$ cat config.mk
export PLATFORM = sky130hd
export DESIGN_NAME = seq_alu_flat
export DESIGN_NICKNAME = d
export VERILOG_FILES = /design/src/rtl/alu_pkg.sv /design/src/rtl/seq_alu_if.sv /design/src/rtl/alu_core.sv /design/src/rtl/seq_alu.sv /design/src/flat_wrapper.sv
export SDC_FILE = /design/constraint.sdc
export NUM_CORES = 1
export LEC_CHECK = 0
export CORE_MARGIN = 2
export CORE_UTILIZATION = 40
export DETAILED_ROUTE_END_ITERATION = 12
export PLACE_DENSITY = 0.64
export SYNTH_ARGS = -nofsm -noshare
export SYNTH_HDL_FRONTEND = slang
export SYNTH_SLANG_ARGS = --single-unit
$ cat constraint.sdc
create_clock -name clk -period 7.2 [get_ports clk]
set_clock_uncertainty 0.2 [all_clocks]
set_input_delay 0.72 -clock clk [delete_from_list [all_inputs] [get_ports clk]]
set_output_delay 0.72 -clock clk [all_outputs]
set_load 0.005 [all_outputs]
$ cat src/rtl/alu_pkg.sv
`default_nettype none
// ============================================================================
// Module      : alu_pkg
// Description : Shared definitions for the sequential ALU: opcode encoding,
//               control FSM states, flag bit positions and an opcode
//               legality helper.
// Revision    : 1.0 - initial release
// ============================================================================
package alu_pkg;

    // Opcode encoding. Values 11..15 are reserved and decode as illegal.
    typedef enum logic [3:0] {
        OP_ADD = 4'd0,
        OP_SUB = 4'd1,
        OP_AND = 4'd2,
        OP_OR  = 4'd3,
        OP_XOR = 4'd4,
        OP_NOT = 4'd5,
        OP_SHL = 4'd6,
        OP_SHR = 4'd7,
        OP_SRA = 4'd8,
        OP_MUL = 4'd9,
        OP_ADC = 4'd10
    } op_e;

    // Control FSM states
    typedef enum logic [1:0] {
        ST_IDLE = 2'd0,
        ST_MUL  = 2'd1,
        ST_HOLD = 2'd2
    } state_e;

    // Bit positions inside the 4-bit {n, z, c, v} flags word
    localparam int FLAG_N = 3;
    localparam int FLAG_Z = 2;
    localparam int FLAG_C = 1;
    localparam int FLAG_V = 0;

    function automatic logic is_legal_op(input logic [3:0] op);
        return (op <= 4'd10);
    endfunction

endpackage : alu_pkg
`default_nettype wire

$ cat src/rtl/seq_alu_if.sv
`default_nettype none
// ============================================================================
// Module      : seq_alu_if
// Description : Operand/result handshake bundle for seq_alu.
//               Request side : a, b, op, in_valid -> in_ready
//               Response side: y, flags, err, out_valid <- out_ready
//               master = producer/consumer (testbench or upstream logic),
//               slave  = the ALU.
// Revision    : 1.0 - initial release
// ============================================================================
interface seq_alu_if #(
    parameter int WIDTH = 8
);
    logic [WIDTH-1:0] a;
    logic [WIDTH-1:0] b;
    logic [3:0]       op;
    logic             in_valid;
    logic             in_ready;
    logic [WIDTH-1:0] y;
    logic [3:0]       flags;
    logic             err;
    logic             out_valid;
    logic             out_ready;

    modport master (
        output a, b, op, in_valid, out_ready,
        input  in_ready, y, flags, err, out_valid
    );

    modport slave (
        input  a, b, op, in_valid, out_ready,
        output in_ready, y, flags, err, out_valid
    );
endinterface : seq_alu_if
`default_nettype wire

$ cat src/rtl/alu_core.sv
`default_nettype none
// ============================================================================
// Module      : alu_core
// Description : Purely combinational single-cycle ALU datapath with flag
//               generation. MUL is not evaluated here (the sequencer runs it
//               iteratively); for MUL this block returns zero and err = 0.
// Ports       : i_a, i_b      operands (i_b[SHW-1:0] is the shift amount)
//               i_op          opcode
//               i_carry       stored carry, consumed by ADC
//               o_y           result
//               o_flags       {n, z, c, v}
//               o_err         illegal opcode
// Revision    : 1.0 - initial release
// ============================================================================
module alu_core
    import alu_pkg::*;
#(
    parameter int WIDTH = 8
) (
    input  wire logic [WIDTH-1:0] i_a,
    input  wire logic [WIDTH-1:0] i_b,
    input  wire logic [3:0]       i_op,
    input  wire logic             i_carry,
    output logic      [WIDTH-1:0] o_y,
    output logic      [3:0]       o_flags,
    output logic                  o_err
);
    localparam int SHW = $clog2(WIDTH);
    localparam int MSB = WIDTH - 1;

    logic [SHW-1:0] w_amt;
    logic [WIDTH:0] w_sum;
    logic [WIDTH:0] w_diff;
    logic [WIDTH:0] w_adc;
    logic [WIDTH:0] w_shl;
    logic [WIDTH:0] w_shr;
    logic [WIDTH:0] w_sra;
    logic [WIDTH-1:0] w_res;
    logic w_c;
    logic w_v;
    logic w_err;

    assign w_amt  = i_b[SHW-1:0];
    assign w_sum  = {1'b0, i_a} + {1'b0, i_b};
    // Subtraction as a + ~b + 1 so the carry-out reads as "no borrow"
    assign w_diff = {1'b0, i_a} + {1'b0, ~i_b} + {{WIDTH{1'b0}}, 1'b1};
    assign w_adc  = w_sum + {{WIDTH{1'b0}}, i_carry};

    // Shifts are done one bit wider so the last bit shifted out lands in the
    // guard position; with amount 0 the guard bit stays 0.
    assign w_shl  = {1'b0, i_a} << w_amt;
    assign w_shr  = {i_a, 1'b0} >> w_amt;
    assign w_sra  = $signed({i_a, 1'b0}) >>> w_amt;

    always_comb begin
        w_res = '0;
        w_c   = 1'b0;
        w_v   = 1'b0;
        w_err = 1'b0;
        case (i_op)
            OP_ADD: begin
                {w_c, w_res} = w_sum;
                w_v = (i_a[MSB] == i_b[MSB]) && (w_res[MSB] != i_a[MSB]);
            end
            OP_ADC: begin
                {w_c, w_res} = w_adc;
                w_v = (i_a[MSB] == i_b[MSB]) && (w_res[MSB] != i_a[MSB]);
            end
            OP_SUB: begin
                {w_c, w_res} = w_diff;
                w_v = (i_a[MSB] != i_b[MSB]) && (w_res[MSB] != i_a[MSB]);
            end
            OP_AND: w_res = i_a & i_b;
            OP_OR:  w_res = i_a | i_b;
            OP_XOR: w_res = i_a ^ i_b;
            OP_NOT: w_res = ~i_a;
            OP_SHL: {w_c, w_res} = w_shl;
            OP_SHR: {w_res, w_c} = w_shr;
            OP_SRA: {w_res, w_c} = w_sra;
            OP_MUL: w_res = '0;
            default: w_err = 1'b1;
        endcase
    end

    always_comb begin
        o_flags = '0;
        if (!w_err) begin
            o_flags[FLAG_N] = w_res[MSB];
            o_flags[FLAG_Z] = (w_res == '0);
            o_flags[FLAG_C] = w_c;
            o_flags[FLAG_V] = w_v;
        end
    end

    assign o_y   = w_err ? '0 : w_res;
    assign o_err = w_err;

endmodule : alu_core
`default_nettype wire

$ cat src/rtl/seq_alu.sv
`default_nettype none
// ============================================================================
// Module      : seq_alu
// Description : Sequential ALU with valid/ready handshakes on both sides.
//               Single-cycle ops register their result one edge after
//               acceptance; MUL runs an iterative shift-add multiplier and
//               presents its result WIDTH+1 edges after acceptance.
// Ports       : clk     clock, rising edge
//               rst_n   asynchronous active-low reset
//               bus     seq_alu_if slave: a, b, op, in_valid, in_ready,
//                       y, flags, err, out_valid, out_ready
// Revision    : 1.0 - initial release
// ============================================================================
module seq_alu
    import alu_pkg::*;
#(
    parameter int WIDTH = 8
) (
    input  wire logic  clk,
    input  wire logic  rst_n,
    seq_alu_if.slave   bus
);
    localparam int SHW = $clog2(WIDTH);
    localparam logic [SHW:0] CNT_LAST = (SHW + 1)'(WIDTH);
    localparam logic [SHW:0] CNT_ONE  = (SHW + 1)'(1);

    state_e              state_q,     state_d;
    logic [WIDTH-1:0]    y_q,         y_d;
    logic [3:0]          flags_q,     flags_d;
    logic                err_q,       err_d;
    logic                out_valid_q, out_valid_d;
    logic                carry_q,     carry_d;
    logic [2*WIDTH-1:0]  acc_q,       acc_d;
    logic [2*WIDTH-1:0]  mcand_q,     mcand_d;
    logic [WIDTH-1:0]    mplier_q,    mplier_d;
    logic [SHW:0]        cnt_q,       cnt_d;

    logic [WIDTH-1:0]    w_core_y;
    logic [3:0]          w_core_flags;
    logic                w_core_err;
    logic                w_in_ready;
    logic                w_accept;
    logic                w_consume;

    alu_core #(
        .WIDTH (WIDTH)
    ) u_core (
        .i_a     (bus.a),
        .i_b     (bus.b),
        .i_op    (bus.op),
        .i_carry (carry_q),
        .o_y     (w_core_y),
        .o_flags (w_core_flags),
        .o_err   (w_core_err)
    );

    // A pending result may be consumed on the same edge a new op is accepted,
    // giving one single-cycle op per clock when the consumer keeps up.
    assign w_in_ready = (state_q == ST_IDLE) && (!out_valid_q || bus.out_ready);
    assign w_accept   = bus.in_valid && w_in_ready;
    assign w_consume  = out_valid_q && bus.out_ready;

    always_comb begin
        state_d     = state_q;
        y_d         = y_q;
        flags_d     = flags_q;
        err_d       = err_q;
        out_valid_d = out_valid_q;
        carry_d     = carry_q;
        acc_d       = acc_q;
        mcand_d     = mcand_q;
        mplier_d    = mplier_q;
        cnt_d       = cnt_q;

        case (state_q)
            ST_IDLE: begin
                // A single-cycle result waiting on the consumer stalls here:
                // in_ready already drops with out_ready, and staying in IDLE
                // lets the next op be taken on the very cycle it is consumed.
                if (w_accept) begin
                    if (bus.op == OP_MUL) begin
                        acc_d       = '0;
                        mcand_d     = {{WIDTH{1'b0}}, bus.a};
                        mplier_d    = bus.b;
                        cnt_d       = '0;
                        out_valid_d = 1'b0;
                        state_d     = ST_MUL;
                    end else begin
                        y_d         = w_core_y;
                        flags_d     = w_core_flags;
                        err_d       = w_core_err;
                        out_valid_d = 1'b1;
                        if (!w_core_err) begin
                            carry_d = w_core_flags[FLAG_C];
                        end
                    end
                end else if (w_consume) begin
                    out_valid_d = 1'b0;
                end
            end

            ST_MUL: begin
                if (cnt_q == CNT_LAST) begin
                    // All multiplier bits have been folded in; this cycle
                    // registers the product and its flags.
                    y_d             = acc_q[WIDTH-1:0];
                    flags_d         = '0;
                    flags_d[FLAG_N] = acc_q[WIDTH-1];
                    flags_d[FLAG_Z] = (acc_q[WIDTH-1:0] == '0);
                    flags_d[FLAG_C] = |acc_q[2*WIDTH-1:WIDTH];
                    err_d           = 1'b0;
                    carry_d         = |acc_q[2*WIDTH-1:WIDTH];
                    out_valid_d     = 1'b1;
                    state_d         = ST_HOLD;
                end else begin
                    if (mplier_q[0]) begin
                        acc_d = acc_q + mcand_q;
                    end
                    mcand_d  = mcand_q << 1;
                    mplier_d = mplier_q >> 1;
                    cnt_d    = cnt_q + CNT_ONE;
                end
            end

            ST_HOLD: begin
                if (w_consume) begin
                    out_valid_d = 1'b0;
                    state_d     = ST_IDLE;
                end
            end

            default: begin
                state_d     = ST_IDLE;
                out_valid_d = 1'b0;
            end
        endcase
    end

    always_ff @(posedge clk or negedge rst_n) begin
        if (!rst_n) begin
            state_q     <= ST_IDLE;
            y_q         <= '0;
            flags_q     <= '0;
            err_q       <= 1'b0;
            out_valid_q <= 1'b0;
            carry_q     <= 1'b0;
            acc_q       <= '0;
            mcand_q     <= '0;
            mplier_q    <= '0;
            cnt_q       <= '0;
        end else begin
            state_q     <= state_d;
            y_q         <= y_d;
            flags_q     <= flags_d;
            err_q       <= err_d;
            out_valid_q <= out_valid_d;
            carry_q     <= carry_d;
            acc_q       <= acc_d;
            mcand_q     <= mcand_d;
            mplier_q    <= mplier_d;
            cnt_q       <= cnt_d;
        end
    end

    assign bus.in_ready  = w_in_ready;
    assign bus.y         = y_q;
    assign bus.flags     = flags_q;
    assign bus.err       = err_q;
    assign bus.out_valid = out_valid_q;

endmodule : seq_alu
`default_nettype wire

$ cat src/flat_wrapper.sv
// flat-port wrapper written by rule: the top's interface ports become plain ports
module seq_alu_flat import alu_pkg::*;
#(
    parameter int WIDTH = 8
)
  (clk, rst_n, bus_a, bus_b, bus_op, bus_in_valid, bus_out_ready, bus_in_ready, bus_y, bus_flags, bus_err, bus_out_valid);
  seq_alu_if #(.WIDTH(WIDTH)) bus_i ();
  input  wire logic clk;
  input  wire logic rst_n;
  input wire logic [$bits(bus_i.a)-1:0] bus_a;
  input wire logic [$bits(bus_i.b)-1:0] bus_b;
  input wire logic [$bits(bus_i.op)-1:0] bus_op;
  input wire logic [$bits(bus_i.in_valid)-1:0] bus_in_valid;
  input wire logic [$bits(bus_i.out_ready)-1:0] bus_out_ready;
  output wire logic [$bits(bus_i.in_ready)-1:0] bus_in_ready;
  output wire logic [$bits(bus_i.y)-1:0] bus_y;
  output wire logic [$bits(bus_i.flags)-1:0] bus_flags;
  output wire logic [$bits(bus_i.err)-1:0] bus_err;
  output wire logic [$bits(bus_i.out_valid)-1:0] bus_out_valid;
  assign bus_i.a = bus_a;
  assign bus_i.b = bus_b;
  assign bus_i.op = bus_op;
  assign bus_i.in_valid = bus_in_valid;
  assign bus_i.out_ready = bus_out_ready;
  assign bus_in_ready = bus_i.in_ready;
  assign bus_y = bus_i.y;
  assign bus_flags = bus_i.flags;
  assign bus_err = bus_i.err;
  assign bus_out_valid = bus_i.out_valid;
  seq_alu #(.WIDTH(WIDTH)) u_core (.clk(clk), .rst_n(rst_n), .bus(bus_i));
endmodule
# Yosys cells after proc, flatten, opt, wreduce, memory -nomap -nowiden

Index checks and enable logic that the tools add are counted.

Word-level logic and storage cells: 120
Input port bits: 24
Bits in read-only memories: 0
Latch bits: 0
Register bits: 61
Bits in writable memories: 0
Memories kept: 0

Bitwise gates (word level): 5
Shift operators: 3
Reduce and logical (&&, ||, !) cells: 20
Magnitude comparators: 0
Add/sub/neg operators: 6
Equal/unequal tests: 26
Muxes and demuxes: 50
Divide/modulo/power cells: 0
$mul: 0

Operators by type and width:

| cell                | number |
|---|---|
| $mux 16             | 7 |
| $pmux 8 s10         | 1 |
| $pmux 16 s2         | 2 |
| $mux 8              | 7 |
| $pmux 8 s2          | 2 |
| $mux 4              | 7 |
| $add 8x8->9         | 2 |
| $add 16x16->16      | 1 |
| $eq 4x3->1 const B  | 4 |
| $eq 4x4->1 const B  | 4 |
| $logic_not 8->1     | 2 |
| $not 8->8           | 2 |
| $pmux 4 s2          | 2 |
| $mux 1              | 12 |
| $reduce_and 4->1    | 3 |
| $reduce_or 11->1    | 1 |
| $reduce_and 5->1    | 2 |
| $add 9x1->9         | 1 |
| $add 9x1->9 const B | 1 |
| $shl 8x3->9         | 1 |
| $shr 9x3->9         | 1 |
| $sshr 9x3->9        | 1 |
| $and 8x8->8         | 1 |
| $eq 4x2->1 const B  | 2 |
| other kinds (22)    | 41 |

# Logic depth before layout (Yosys ltp)

Gate-level depths: netlist of the first run.

Depth after elaboration: 11
Depth in mapped cells: 12
Mapped depth without buffers: 11

# Modules after synthesis

From an unflattened synthesis of the first run, not the netlist that was laid out.

Cell total of the unflattened synthesis: 645
Area total of the unflattened synthesis: 5527.8 um2

By module, submodules not included:

| module   | sequential area each (um2) | area each (um2) | cells each | instances |
|---|---|---|---|---|
| seq_alu  | 1526.5                     | 3268.1          | 342        | 1 |
| alu_core | 0.0                        | 2259.7          | 303        | 1 |

# Worst setup path before layout of the first run

No wires, ideal clock.

Path kind: input to register
Start point: input port bus_b[0]
End point: register u_core.flags_q[2] (netlist: u_core.bus.flags[2])
Arrival: 3139 ps
Slack: 3769 ps
Library setup time: 92 ps
Path buffers: 2
Cell stages on the path: 12
Data required time: 6908 ps
Path through: buf_6 -> clkbuf_1 -> inv_1 -> ha_1 -> ha_1 -> ha_1 -> nand2_1 -> or3_1 -> xnor2_1 -> a2111oi_2 -> nand4_1 -> o31ai_2

Word-level cells in the longest chain between the ends: 9
Elaborated cells between the ends (all ways): 17
Classes of those cells: add/sub: 4; shift: 3; mux: 5; bitwise: 4; reduce/logical: 1

Ends and longest elaborated chain:

| element                | RTL line           | source |
|---|---|---|
| start: declaration     | flat_wrapper.sv:11 | `input wire logic [$bits(bus_i.b)-1:0] bus_b;` |
| $not 8->8              | alu_core.sv:46     | `assign w_diff = {1'b0, i_a} + {1'b0, ~i_b} + {{WIDTH{1'b0}}, 1'b1};` |
| $add 8x8->9            | alu_core.sv:46     |  |
| $add 9x1->9            | alu_core.sv:46     |  |
| $pmux 8 s10 (*)        | alu_core.sv:60     | `case (i_op)` |
| $logic_not 8->1 (*)    | alu_core.sv:89     | `o_flags[FLAG_Z] = (w_res == '0);` |
| $mux 4 (*)             | alu_core.sv:87     | `if (!w_err) begin` |
| $mux 4 (*)             | seq_alu.sv:81      | `if (bus.op == OP_MUL) begin` |
| $mux 4 (*)             | seq_alu.sv:80      | `if (w_accept) begin` |
| $pmux 4 s2 (*)         | seq_alu.sv:75      | `case (state_q)` |
| end signal: assignment | seq_alu.sv:154     | `flags_q <= flags_d;` |
| end: declaration       | seq_alu.sv:29      | `logic [3:0] flags_q, flags_d;` |

Every way passes the cells marked *; elsewhere a longest branch is shown, timed or not. The select of a mux whose other input is x is not followed.
A chain may end at the register's enable or synchronous reset.

# Final worst setup path of the first run

Start point: input port bus_b[1]
End point: register u_core.y_q[6] (netlist: u_core.bus.y[6])

Word-level cells in the longest chain between the ends: 8
Elaborated cells between the ends (all ways): 13
Classes of those cells: add/sub: 4; shift: 3; mux: 5; bitwise: 1

Ends and longest elaborated chain:

| element                | RTL line       | source |
|---|---|---|
| $not 8->8              | alu_core.sv:46 |  |
| $add 8x8->9            | alu_core.sv:46 |  |
| $add 9x1->9            | alu_core.sv:46 |  |
| $pmux 8 s10 (*)        | alu_core.sv:60 |  |
| $mux 8 (*)             | alu_core.sv:95 | `assign o_y = w_err ? '0 : w_res;` |
| $mux 8 (*)             | seq_alu.sv:81  |  |
| $mux 8 (*)             | seq_alu.sv:80  |  |
| $pmux 8 s2 (*)         | seq_alu.sv:75  |  |
| end signal: assignment | seq_alu.sv:153 | `y_q <= y_d;` |
| end: declaration       | seq_alu.sv:28  | `logic [WIDTH-1:0] y_q, y_d;` |

Marks and branches as above.

==> results of run 1 <==
[logic make-up (layout without fill, tap and decap cells)]
family                     Yosys count  after routing
buffers and inverters               82             97
adders and majority gates           49             49
DFF                                 60             60
xor gates and xnor gates            25             25
AOI/OAI and AO/OA                  214            214
and+or+nand+nor                    263            263
muxes                               23             23
[flip-flops by register name, indices dropped and copies added, names as in the netlist]
| signal | cells |
|---|---|
| u_core.mcand_q | 16 |
| u_core.cnt_q | 4 |
| u_core.mplier_q | 8 |
| u_core.carry_q | 1 |
| u_core.bus.out_valid | 1 |
| u_core.bus.flags | 4 |
| u_core.state_q | 2 |
| u_core.acc_q | 16 |
| u_core.bus.y | 7 |
| u_core.bus.err | 1 |
[metrics by stage]
step | cell area (µm²) | util, % | hold slack [ns]
3_5_place_dp | 6300 | 43.8 | 0.274
3_3_place_gp | 6300 | 43.8 | 0.265
6_report | 6610 | 46.0 | 0.282
4_1_cts | 6610 | 46.0 | 0.288
5_1_grt | 6610 | 46.0 | 0.308
2_1_floorplan | 5830 | - | 0.224
[worst max-delay path: stages]
cell             delay (ns)
clkdlybuf4s50_1        1.11
inv_2                  0.31
fa_1                   0.53
nor3b_1                0.17
o31ai_1                0.37
nor2_1                 0.09
a41o_1                 0.21
nor4_1                 0.65
a41oi_1                0.21
mux2_2                 0.32
[power by group through the flow]
stage	Sequential (mW)	Clock [mW]	Combinational, mW
3_3_place_gp	0.533	0	0.638
3_5_place_dp	0.536	0	0.656
4_1_cts	0.532	0.469	0.661
5_1_grt	0.548	0.491	0.745
6_report	0.532	0.464	0.664
2_1_floorplan	0.503	0	0.494
[synthesized netlist by cell type, types with 11 or more instances]
master | count | area share (%)
o21ai_0 | 27 | 2.3
a31oi_1 | 18 | 1.9
inv_1 | 29 | 1.9
nand2b_1 | 11 | 1.2
xnor2_1 | 21 | 3.2
buf_2 | 13 | 1.1
nor2_1 | 55 | 3.5
a22o_1 | 11 | 1.7
o31ai_1 | 13 | 1.7
a21oi_1 | 36 | 3.1
mux2i_1 | 14 | 2.4
nand2_1 | 81 | 5.2
clkbuf_1 | 29 | 1.9
dfrtp_1 | 60 | 26
nor3_1 | 20 | 1.7
ha_1 | 46 | 9.9
nand3_1 | 19 | 1.6
a21o_1 | 12 | 1.5
[per-layer routing]
metal | track usage [%] | part of all wire, % | up-vias
met3 | 4.17 | 6.4 | 54
met1 | 32.9 | 47 | 2712
met5 | 0 | 0 | -
met2 | 34.0 | 43 | 229
met4 | 10.5 | 4.0 | 0
li1 | - | - | 2685
[how the worst min path moves through the flow]
stage / startpoint / to / depth (start not counted)
2_1_floorplan: rst_n / u_core.acc_q[0]$_DFFE_PN0P_ / 0
3_3_place_gp: u_core.bus.y[1]$_DFFE_PN0P_ / u_core.bus.y[1]$_DFFE_PN0P_ / 1
6_report: u_core.bus.y[2]$_DFFE_PN0P_ / u_core.bus.y[2]$_DFFE_PN0P_ / 2
3_5_place_dp: u_core.mplier_q[7]$_DFFE_PN0P_ / u_core.mplier_q[7]$_DFFE_PN0P_ / 2
4_1_cts: u_core.bus.y[2]$_DFFE_PN0P_ / u_core.bus.y[2]$_DFFE_PN0P_ / 2
5_1_grt: u_core.mplier_q[7]$_DFFE_PN0P_ / u_core.mplier_q[7]$_DFFE_PN0P_ / 2
[layout make-up]
class / instances / area share, %
sequential: 60 / 22.7
clock buffer: 10 / 3.46
tap: 184 / 3.48
multi-input combinational: 574 / 60.3
timing repair buffer: 48 / 6.81
clock inverter: 6 / 1.34
inverter: 33 / 1.87
==> results by group, run 1 <==
Placed design
  – DP Worst Slack: 2.31 ns
  – Final GP Congestion: 0.952
  – Placed cells: 899
  – Hpwl dp: 13000 µm
  – IO Port Bufs: 38

Clock tree
  – CTS H-Tree Depth: 3
  – Post-CTS Setup Bufs: 0
  – CTS resizes: 0
  – Reg clk slew, reported paths: 0.05 ns
  – Worst-Skew Late Latency: 0.33 ns
  – Clock sinks: 60
  – CTS max path bufs: 2
  – Hold-fix buffers, CTS: 0
  – Clock Root Buffer: clkbuf_16
  – CTS tree: done
  – TritonCTS Buffers: 9

STA
  – Fin. Hold Viols: 0
  – RSZ-0062 raised after global routing: false
  – Final period util: 65.2%
  – Slew margin rel.: 27.9%
  – Setup tns final: 0 ns
  – FMAX: 0.213 GHz
  – Final Critical Period: 4.70 ns
  – Max-slew violations: 0
  – Setup Viol. Count Final: 0
  – Worst-margin pin slew: 1.08 ns
  – Final worst setup slack: 2.50 ns

Synthesis
  – Synth Area in Adders: 10.9%
  – Multiplexer share of the synthesized area: 5.11%
  – Main combinational cell family by area after synthesis: compound AO/OA/AOI/OAI gates
  – Top_reg_cell synth: dfrtp_1
  – Cells after Synth: 716
  – Async SR Flop Fraction: 100%
  – Register bit count reported by yosys: 60
  – Synth Area in XOR/XNOR: 3.75%
  – Number of synthesis warnings: 0
  – Seq/Total Area, Yosys: 25.7%
  – Synth unique cells: 82
  – Syn nets: 789
  – Mean Syn Cell Area: 8.15 µm²
  – Post-synth design cell area: 5830 µm²
  – EDFF count, synth: 0
  – Fraction of the mapped netlist area in compound gates: 26.0%
  – Simple-Gate Fraction of Synth Area: 22.7%

Final layout
  – Fill count: 1422
  – Most common cell after layout, fill and taps aside: nand2_1
  – Final nets: 799
  – Commonest non-fill, non-tap cells in the layout: nand2_1, dfrtp_1, nor2_1
  – Area growth syn-to-layout: 13.4%
  – Multi-input logic area: 3990 µm²
  – Finished Layout Cells: 915
  – FF+latch area: 1500 µm²
  – Share of layout cells above drive strength 1: 6.70%
  – Antenna diode count: 0

Route
  – DR iter-0 viols: 410
  – Wire length per cell: 19.4 µm
  – DRT antenna net count: 0
  – Final wirelength: 17700 µm
  – Total number of vias: 5680
  – DRC violations left: 0
  – 1st-pass router iterations: 5
  – Vias per inst: 6.21

Die
  – Die Ht: 125 µm
  – Die Wd: 125 µm
  – Io pins: 39
  – Row count: 44
  – Die area: 15600 µm²
  – Starting Density: 40.6%
  – Area of the core: 14400 µm²

Setup path
  – CP Class: in -> reg
  – FF-to-FF setup slack: 3.73 ns
  – Critical Path Start Type: input pin
  – Worst path arrival time: 4.71 ns
  – CP endpoint: u_core.bus.y[6]$_DFFE_PN0P_
  – Worst r2r src: u_core.state_q[0]$_DFFE_PN0P_
  – Crit path max fanout: 23
  – Reg-to-reg critical path endpoint: u_core.acc_q[15]$_DFFE_PN0P_
  – CP Data Required Time: 7.21 ns
  – CP startpoint: bus_b[1]
  – Crit. End Element: register
  – Worst r2r path cells: 8

Power
  – Power after layout: 1.66 mW
  – Internal power: 1.04 mW
  – Comb power frac: 40.0%
  – Clock power share: 27.9%
  – Switching portion of total power: 37.2%
  – Sequential share of power: 32.0%
  – Pwr dens: 251 nW/µm²
  – Net Switching: 0.618 mW
  – Leakage: 2.82 nW
  – Peak VDD IR: 131 µV

Flow run
  – Max-Cap Viols: 0

GRT
  – Largest net degree at the start of global routing: 61
  – Vias in the first global route: 5447
  – Initial antenna violation count: 0
  – First-pass GRT wire length: 29300 µm
  – All-Layer GR Usage: 23.1%
  – Grt ovf: 0

Worst hold path
  – Hold Crit Class: reg -> reg

Run status
  – Status: completed
Power figures use the tool's default switching activity.
==> run 2, diff against run 1 <==
==> constraint.sdc (replaced) <==
create_clock -name clk -period 4.8 [get_ports clk]
set_clock_uncertainty 0.2 [all_clocks]
set_input_delay 0.48 -clock clk [delete_from_list [all_inputs] [get_ports clk]]
set_output_delay 0.48 -clock clk [all_outputs]
set_load 0.005 [all_outputs]
==> results by group, run 2 (same netlist as run 1, synthesis figures left out) <==
Run status
  – Status: completed

Clock tree
  – CTS H-Tree Depth: 3 (unchanged)
  – TritonCTS Buffers: 9 (unchanged)
  – CTS resizes: 0 (unchanged)
  – CTS max path bufs: 2 (unchanged)
  – CTS tree: done
  – Clock sinks: 60 (unchanged)
  – Post-CTS Setup Bufs: 0 (unchanged)
  – Worst-Skew Late Latency: 0.33 ns (about the same)
  – Hold-fix buffers, CTS: 0 (unchanged)
  – Reg clk slew, reported paths: 0.06 ns (about the same)
  – Clock Root Buffer: clkbuf_16

Setup path
  – Crit path max fanout: 11 (-52%)
  – Worst path arrival time: 3.89 ns (-0.82 ns)
  – CP Data Required Time: 4.84 ns (-2.37 ns)
  – Critical Path Start Type: input pin
  – Worst r2r src: u_core.cnt_q[0]$_DFFE_PN0P_
  – CP Class: in -> reg
  – Crit. End Element: register
  – CP startpoint: bus_a[1]

STA
  – FMAX: 0.260 GHz
  – Slew margin rel.: 31.5% (+3.6 points)
  – Setup tns final: 0 ns (unchanged)
  – Final worst setup slack: 0.952 ns (-1.55 ns)
  – Final period util: 80.2%
  – Fin. Hold Viols: 0 (unchanged)
  – Worst-margin pin slew: 1.02 ns (-0.0571 ns)
  – RSZ-0062 raised after global routing: false
  – Setup Viol. Count Final: 0 (unchanged)
  – Max-slew violations: 0 (unchanged)
  – Final Critical Period: 3.85 ns

Placed design
  – IO Port Bufs: 38 (unchanged)
  – Final GP Congestion: 0.920 (-3.3%)
  – DP Worst Slack: 0.684 ns (-1.63 ns)
  – Hpwl dp: 13800 µm (+5.6%)

Die
  – Area of the core: 14400 µm² (unchanged)
  – Starting Density: 40.6% (unchanged)
  – Die Ht: 125 µm (unchanged)
  – Io pins: 39 (unchanged)
  – Die area: 15600 µm² (unchanged)
  – Row count: 44 (unchanged)
  – Die Wd: 125 µm (unchanged)

Route
  – Vias per inst: 6.24 (+0.53%)
  – Wire length per cell: 19.8 µm (+2.1%)
  – Final wirelength: 18300 µm (+2.9%)
  – DRC violations left: 0 (unchanged)
  – DRT antenna net count: 0 (unchanged)
  – 1st-pass router iterations: 5 (unchanged)
  – Total number of vias: 5754 (+1.3%)
  – DR iter-0 viols: 425 (+3.7%)

Final layout
  – Biggest regs: u_core.acc_q x16, u_core.mcand_q x16, u_core.mplier_q x8
  – Area growth syn-to-layout: 14.3%
  – Most common cell after layout, fill and taps aside: nand2_1
  – Antenna diode count: 0 (unchanged)
  – Share of layout cells above drive strength 1: 7.72% (+1.0 points)
  – Fill count: 1376 (-3.2%)
  – Multi-input logic area: 3990 µm² (unchanged)
  – FF+latch area: 1500 µm² (unchanged)
  – Final nets: 807 (+1.0%)
  – Commonest non-fill, non-tap cells in the layout: nand2_1, dfrtp_1, nor2_1

Power
  – Peak VDD IR: 181 µV (+38%)
  – Leakage: 2.86 nW (+1.3%)
  – Pwr dens: 371 nW/µm² (+48%)

GRT
  – First-pass GRT wire length: 29600 µm (+1.0%)
  – Vias in the first global route: 5458 (+0.20%)
  – Grt ovf: 0 (unchanged)
  – All-Layer GR Usage: 23.6% (+0.48 points)
  – Initial antenna violation count: 0 (unchanged)
  – Largest net degree at the start of global routing: 61 (unchanged)

Worst hold path
  – Hold Crit Class: in -> async

Flow run
  – Max-Cap Viols: 0 (unchanged)
run 2: cell types whose count changed in the layout (fill, tap and decap cells not counted):
cell and change:
buf_4 +8, clkbuf_8 +3, bufinv_16 -1, clkbuf_1 -1, clkinv_2 -1, clkinv_4 -1
run 2: through the flow:
step           util [%]  cells  power (mW)  area (µm²)  hold slack [ns]
3_5_place_dp       44.2    907        1.80        6360            0.279
3_3_place_gp       44.2    907        1.76        6360            0.267
4_1_cts            46.4    922        2.48        6670            0.135
5_1_grt            46.4    922        2.66        6670            0.186
2_1_floorplan         -    716        1.50        5830          -0.0156
6_report           46.4    922        2.48        6670           0.0940
run 2: power breakdown:
part / leakage [nW] / total, mW / switching (mW) / internal (mW)
combinational: 1.95 / 1.01 / 0.546 / 0.461
clock: 0.147 / 0.670 / 0.229 / 0.441
sequential: 0.756 / 0.798 / 0.146 / 0.652
run 2: path summary, 6_finish.rpt:
kind	end	depth (start not counted)	slack (ns)
setup reg to reg	u_core.acc_q[15]$_DFFE_PN0P_	9	1.48
max in group asynchronous	u_core.mcand_q[2]$_DFFE_PN0P_	2	3.80
setup / recovery	u_core.bus.flags[2]$_DFFE_PN0P_	10	0.95
min in group clk	u_core.bus.y[2]$_DFFE_PN0P_	2	0.29
hold / removal	u_core.mcand_q[13]$_DFFE_PN0P_	2	0.09
hold reg to reg	u_core.bus.y[2]$_DFFE_PN0P_	2	0.29
run 2: worst max-delay path, cell delays in order:
cell and delay, ns:
clkdlybuf4s50_1 0.86, inv_1 0.13, ha_1 0.35, a211oi_1 0.38, o2111ai_1 0.20, nor4_1 0.32, xnor2_1 0.10, a2111oi_0 0.66
nand4_1 0.19, o31ai_2 0.21
run 2: per-layer routing:
metal	part of all wire [%]	vias to the layer above	global-route usage (%)
met1	47	2816	33.8
li1	-	2691	-
met4	2.7	0	9.05
met2	45	214	35.7
met3	5.8	33	3.74
met5	0	-	0
run 2: layout make-up:
cell class / instances / area share (%)
timing repair buffer: 56 / 7.66
multi-input combinational: 574 / 59.8
sequential: 60 / 22.5
clock buffer: 12 / 4.00
tap: 184 / 3.45
clock inverter: 3 / 0.676
inverter: 33 / 1.86
